<file path="src/rtl/fifo_uart_tx.sv">
// FIFO read-side UART transmitter: pops one word per frame and shifts it out LSB first.
// Optional even parity bit after the data bits when FIFO_UART_TX_PARITY_EN is defined.
module fifo_uart_tx #(
  parameter int DATA_WIDTH   = 8,
  parameter int CLKS_PER_BIT = 16,
  parameter int STOP_BITS    = 1
) (
  input  logic                  clk,
  input  logic                  rst_n,
  input  logic                  fifo_empty,
  input  logic [DATA_WIDTH-1:0] fifo_dout,
  output logic                  fifo_rd_en,
  output logic                  tx,
  output logic                  busy,
  output logic                  frame_done
);

  localparam int BAUD_W = (CLKS_PER_BIT > 1) ? $clog2(CLKS_PER_BIT) : 1;
  localparam int BIT_W  = $clog2(DATA_WIDTH + 1);

  localparam logic [BAUD_W-1:0] BAUD_LAST = BAUD_W'(CLKS_PER_BIT - 1);
  localparam logic [BIT_W-1:0]  DATA_LAST = BIT_W'(DATA_WIDTH - 1);
  localparam logic [BIT_W-1:0]  STOP_LAST = BIT_W'(STOP_BITS - 1);

`ifdef FIFO_UART_TX_PARITY_EN
  typedef enum logic [2:0] {
    S_IDLE, S_REQ, S_WAIT, S_START, S_DATA, S_PARITY, S_STOP
  } state_e;
`else
  typedef enum logic [2:0] {
    S_IDLE, S_REQ, S_WAIT, S_START, S_DATA, S_STOP
  } state_e;
`endif

  state_e                state_q, state_d;
  logic [BAUD_W-1:0]     baud_q, baud_d;
  logic [BIT_W-1:0]      bit_q, bit_d;
  logic [DATA_WIDTH-1:0] shift_q, shift_d;
  logic                  tx_q, tx_d;
  logic                  rd_en_q, rd_en_d;
  logic                  busy_q, busy_d;
  logic                  done_q, done_d;
  logic                  timed;
  logic                  bit_end;
`ifdef FIFO_UART_TX_PARITY_EN
  logic                  parity_q, parity_d;
`endif

  always_comb begin
    // NOTE: every variable gets a default first so no path leaves it unassigned (no latch).
    state_d = state_q;
    baud_d  = baud_q;
    bit_d   = bit_q;
    shift_d = shift_q;
    tx_d    = tx_q;
    rd_en_d = 1'b0;
    busy_d  = busy_q;
    done_d  = 1'b0;
`ifdef FIFO_UART_TX_PARITY_EN
    parity_d = parity_q;
`endif

    // Baud counter only runs while a bit is on the line; it wraps at each bit boundary.
    timed   = (state_q != S_IDLE) && (state_q != S_REQ) && (state_q != S_WAIT);
    bit_end = (baud_q == BAUD_LAST);
    if (timed) begin
      baud_d = bit_end ? '0 : baud_q + 1'b1;
    end

    case (state_q)
      S_IDLE: begin
        if (!fifo_empty) begin
          state_d = S_REQ;
          rd_en_d = 1'b1;
          busy_d  = 1'b1;
        end
      end
      S_REQ: begin
        state_d = S_WAIT;
      end
      S_WAIT: begin
        state_d = S_START;
        shift_d = fifo_dout;
        tx_d    = 1'b0;
        baud_d  = '0;
`ifdef FIFO_UART_TX_PARITY_EN
        parity_d = ^fifo_dout;
`endif
      end
      S_START: begin
        if (bit_end) begin
          state_d = S_DATA;
          bit_d   = '0;
          tx_d    = shift_q[0];
          shift_d = shift_q >> 1;
        end
      end
      S_DATA: begin
        if (bit_end) begin
          if (bit_q == DATA_LAST) begin
            bit_d = '0;
`ifdef FIFO_UART_TX_PARITY_EN
            state_d = S_PARITY;
            tx_d    = parity_q;
`else
            state_d = S_STOP;
            tx_d    = 1'b1;
`endif
          end else begin
            bit_d   = bit_q + 1'b1;
            tx_d    = shift_q[0];
            shift_d = shift_q >> 1;
          end
        end
      end
`ifdef FIFO_UART_TX_PARITY_EN
      S_PARITY: begin
        if (bit_end) begin
          state_d = S_STOP;
          bit_d   = '0;
          tx_d    = 1'b1;
        end
      end
`endif
      S_STOP: begin
        if (bit_end) begin
          if (bit_q == STOP_LAST) begin
            state_d = S_IDLE;
            bit_d   = '0;
            busy_d  = 1'b0;
            done_d  = 1'b1;
          end else begin
            bit_d = bit_q + 1'b1;
          end
        end
      end
      default: begin
        state_d = S_IDLE;
      end
    endcase
  end

  always_ff @(posedge clk or negedge rst_n) begin
    if (!rst_n) begin
      state_q  <= S_IDLE;
      baud_q   <= '0;
      bit_q    <= '0;
      shift_q  <= '0;
      tx_q     <= 1'b1;
      rd_en_q  <= 1'b0;
      busy_q   <= 1'b0;
      done_q   <= 1'b0;
`ifdef FIFO_UART_TX_PARITY_EN
      parity_q <= 1'b0;
`endif
    end else begin
      // NOTE: non-blocking so every flop samples the pre-edge value of every other flop.
      state_q  <= state_d;
      baud_q   <= baud_d;
      bit_q    <= bit_d;
      shift_q  <= shift_d;
      tx_q     <= tx_d;
      rd_en_q  <= rd_en_d;
      busy_q   <= busy_d;
      done_q   <= done_d;
`ifdef FIFO_UART_TX_PARITY_EN
      parity_q <= parity_d;
`endif
    end
  end

  assign fifo_rd_en = rd_en_q;
  assign tx         = tx_q;
  assign busy       = busy_q;
  assign frame_done = done_q;

endmodule

</file>
<file path="config.mk">
export PLATFORM = sky130hd
export DESIGN_NAME = fifo_uart_tx
export DESIGN_NICKNAME = d
export VERILOG_FILES = /design/src/rtl/fifo_uart_tx.sv
export SDC_FILE = /design/constraint.sdc
export NUM_CORES = 1
export LEC_CHECK = 0
export CORE_ASPECT_RATIO = 2
export CORE_MARGIN = 2
export CORE_UTILIZATION = 45
export DETAILED_ROUTE_END_ITERATION = 8
export GPL_TIMING_DRIVEN = 0
export PLACE_DENSITY = 0.67
export SKIP_LAST_GASP = 1
export SLEW_MARGIN = 20
export SYNTH_ARGS = -nofsm -noshare
export SYNTH_HDL_FRONTEND = slang
export SYNTH_SLANG_ARGS = --single-unit
</file>
<file path="constraint.sdc">
create_clock -name clk -period 1.6 [get_ports clk]
set_input_delay 0.32 -clock clk [delete_from_list [all_inputs] [get_ports clk]]
set_output_delay 0.32 -clock clk [all_outputs]
set_load 0.05 [all_outputs]
</file>
==> parameters.txt <==
Parameter                              Value

Synthesis
  Unique cell type count in the Yosys netlist    43
  Number of synthesized register bits    23
  Sequential-to-total area share from yosys stat    0.425
  Post-Syn Area per Cell    9.17 um^2
  Cell taking the most area after synthesis    sky130_fd_sc_hd__dfrtp_1
  Cells after synthesis    148
  Synthesis Warnings    0
  Nets in the synthesized netlist    between 150 and 200
  Post-synthesis instance area    1360 um^2
  Largest cells by area after synthesis    sky130_fd_sc_hd__dfrtp_1, sky130_fd_sc_hd__mux2i_1, sky130_fd_sc_hd__o21ai_0
  Area share of the largest cell type after synthesis    0.406

Timing
  Fmax    ~570 MHz
  Minimum clock period after layout    1740 ps
  Number of hold-slack violations in the final timing report    0
  Number of pins exceeding their max-slew limit in the final report    0
  Final Cycle Share    1.09
  Clk_skew    10.5 ps
  Slew HR    0.653
  Worst path setup slack after routing    -144 ps
  Worst slew pin tran    approximately 520 ps
  Setup repair after global routing missed its margin    true
  Total negative slack for setup checks    -361 ps
  Setup-violating endpoint count in the final report    4
  Final Hold Slack    9.98 ps

Clock network
  Maximum root-to-sink buffer count    2
  Maximum level of the CTS H-tree    1
  Worst-Skew Late Latency    270 ps
  Clock root buffer    sky130_fd_sc_hd__clkbuf_8
  Inserted Clock Buffers    3
  Number of sinks on the clock net    23
  Cts-stage hold buffer count    0
  Clock transition at the register clock pins on the worst setup and hold paths after CTS    90 ps
  TritonCTS clock tree    yes

Floorplanning
  Standard cell core area    2910 um^2
  Starting density of the core    0.467
  Die Area    3500 um^2
  Number of standard-cell rows in the floorplan    28
  Number of ports placed on the die boundary    15
  Die X    42.8 um
  Die outline height    between 80 and 90 um

Route
  Average wire length per cell after detail routing    15.6 um
  Wire length reported by the detailed router    3120 um
  Number of antenna-violating nets in the routed design    0
  Initial detailed-routing violation count    22
  Routed vias    1194
  DRC violation count after routing    0
  Routed via count divided by cell count    5.97
  First-pass detailed-route iteration total    4

Finish
  Share of layout cells above drive strength 1    0.212
  Nets@finish    185
  Most frequent cells in the layout    sky130_fd_sc_hd__dfrtp_1, sky130_fd_sc_hd__nor2_1, sky130_fd_sc_hd__o21ai_0
  Most frequent standard cell in the layout excluding fill and tap cells    sky130_fd_sc_hd__dfrtp_1
  Number of standard cells in the final layout excluding fillers    200
  Final cell utilization of the core    0.570
  Number of antenna cells inserted    0
  Area added between synthesis and finish    22.1%

Power and ir drop
  Net Switching    820 uW
  Cell internal pwr    1370 uW
  Share of power burned in combinational logic    0.422
  Static leakage power    0.000721 uW
  IR drop worst, VDD    around 0.77 mV
  Part of the power in the clock network    0.169
  Total power per unit cell area    1320 nW/um^2
  Switching power share of the total    0.375
  Sequential group share of total power    0.409

Place
  Total placed cells including tap cells    192
  GP Congestion    0.807
  Number of buffers inserted by port buffering    14
  DP HPWL    ~2300 um

Setup path
  Setup CP Type    register to register
  Data required time at the worst endpoint    1760 ps
  Crit. End Element    register
  Startpoint Class    register
  Peak fanout along the critical path    2
  Arrival @ worst endpoint    between 1500 and 2000 ps
  Slack of the worst reg-to-reg path    -140 ps

Global route
  Number of global-route vias before repair    approximately 1200
  Maximum number of pins on one net before global-route repair    24
  Antenna violations before repair    0
  Total track usage    0.194
  Congestion Overflow GR    0
  Global-route wire length before repair    5220 um

Outcome
  Failing checks    negative setup slack
  Outcome    finished with violations

Worst hold path
  Class of the tightest hold or removal check    input pin to async pin

Flow run
  Max capacitance violation total    0
-- worst paths after layout --
check	from	to	cells past startpoint
setup / recovery	bit_q[0]	state_q[0]	6
hold / removal	rst_n	fifo_rd_en	1
setup reg to reg	bit_q[0]	state_q[0]	6
hold reg to reg	busy	busy	2
max in group asynchronous	rst_n	tx	1
min in group clk	busy	busy	2
-- routing by layer --
layer | global-route usage | routed length, um | up-vias
met1 | 0.208 | 1210 | 577
met5 | 0 | 0 | -
met4 | 0.106 | 82 | 0
li1 | - | - | 583
met2 | 0.362 | 1740 | 26
met3 | 0.0176 | 87 | 8
-- registers in the layout (all words and copies together) (netlist names) --
name and flops:
baud_q 4, busy 1, bit_q 4, shift_q 8, tx 1, frame_done 1, fifo_rd_en 1, state_q 3
-- stage by stage --
| stage | setup slack (ps) | cell area (um^2) | total power, uW |
|---|---|---|---|
| 2_1_floorplan | -111 | 1360 | 1540 |
| 3_3_place_gp | -206 | 1540 | 1720 |
| 3_5_place_dp | -220 | 1540 | 1770 |
| 4_1_cts | -172 | 1620 | 2170 |
| 5_1_grt | -209 | 1660 | 2340 |
| 6_report | -144 | 1660 | 2190 |
-- worst max-delay path: stages, from the launching register on --
cell and delay (ps):
sky130_fd_sc_hd__dfrtp_1 390, sky130_fd_sc_hd__inv_1 60, sky130_fd_sc_hd__ha_1 140, sky130_fd_sc_hd__or3b_4 380
sky130_fd_sc_hd__and3_4 190, sky130_fd_sc_hd__a211oi_2 180, sky130_fd_sc_hd__mux2_4 320
-- synth_stat cells, drive strengths merged --
cell	count
clkbuf	4
dfrtp	22
or3b	1
xor2	1
nor2	14
a211oi	3
nor4	1
and2	1
nor4b	1
a21oi	8
buf	5
a31o	1
nand2b	2
nor3	2
nor2b	2
o2bb2ai	1
xnor2	1
a21o	2
or2	1
mux2	2
dfstp	1
nand3	3
a22o	1
nand4	1
mux2i	7
o21a	1
nand2	8
o221ai	8
inv	11
nor3b	7
and3	3
o211ai	1
o41ai	1
ha	3
nand3b	2
o21bai	1
o21ai	14
-- cell families after synthesis --
| group | Yosys count | synth area share |
|---|---|---|
| and+or+nand+nor | 49 | 0.199 |
| AOI/OAI and AO/OA | 42 | 0.206 |
| DFF | 23 | 0.425 |
| buffers and inverters | 20 | 0.0608 |
| muxes | 9 | 0.0682 |
| adders and majority gates | 3 | 0.0277 |
| xor gates and xnor gates | 2 | 0.0129 |
-- cell type report --
cell class | count | area (um^2)
sequential | 23 | 577
fill | 260 | 1250
clock inverter | 1 | 7.51
tap | 30 | 37.5
multi-input combinational | 105 | 744
buffer | 8 | 45.0
inverter | 11 | 41.3
clock buffer | 3 | 41.3
timing repair buffer | 19 | 164
-- timing repair --
action,CTS,global route
endpoints found under the setup margin,17,17
buffers inserted,4,1
resized for setup,10,16
endpoints found under the hold margin,0,0
pin swaps,3,0
-- power groups by stage --
stage	Sequential (uW)	Combinational (uW)	Clock, uW
final	895	923	370
after global routing	914	1030	400
after CTS	884	905	381
after detailed placement	892	879	0
after global placement	878	843	0
after floorplan	908	636	0
No activity file was read; power rests on OpenSTA's default activity.
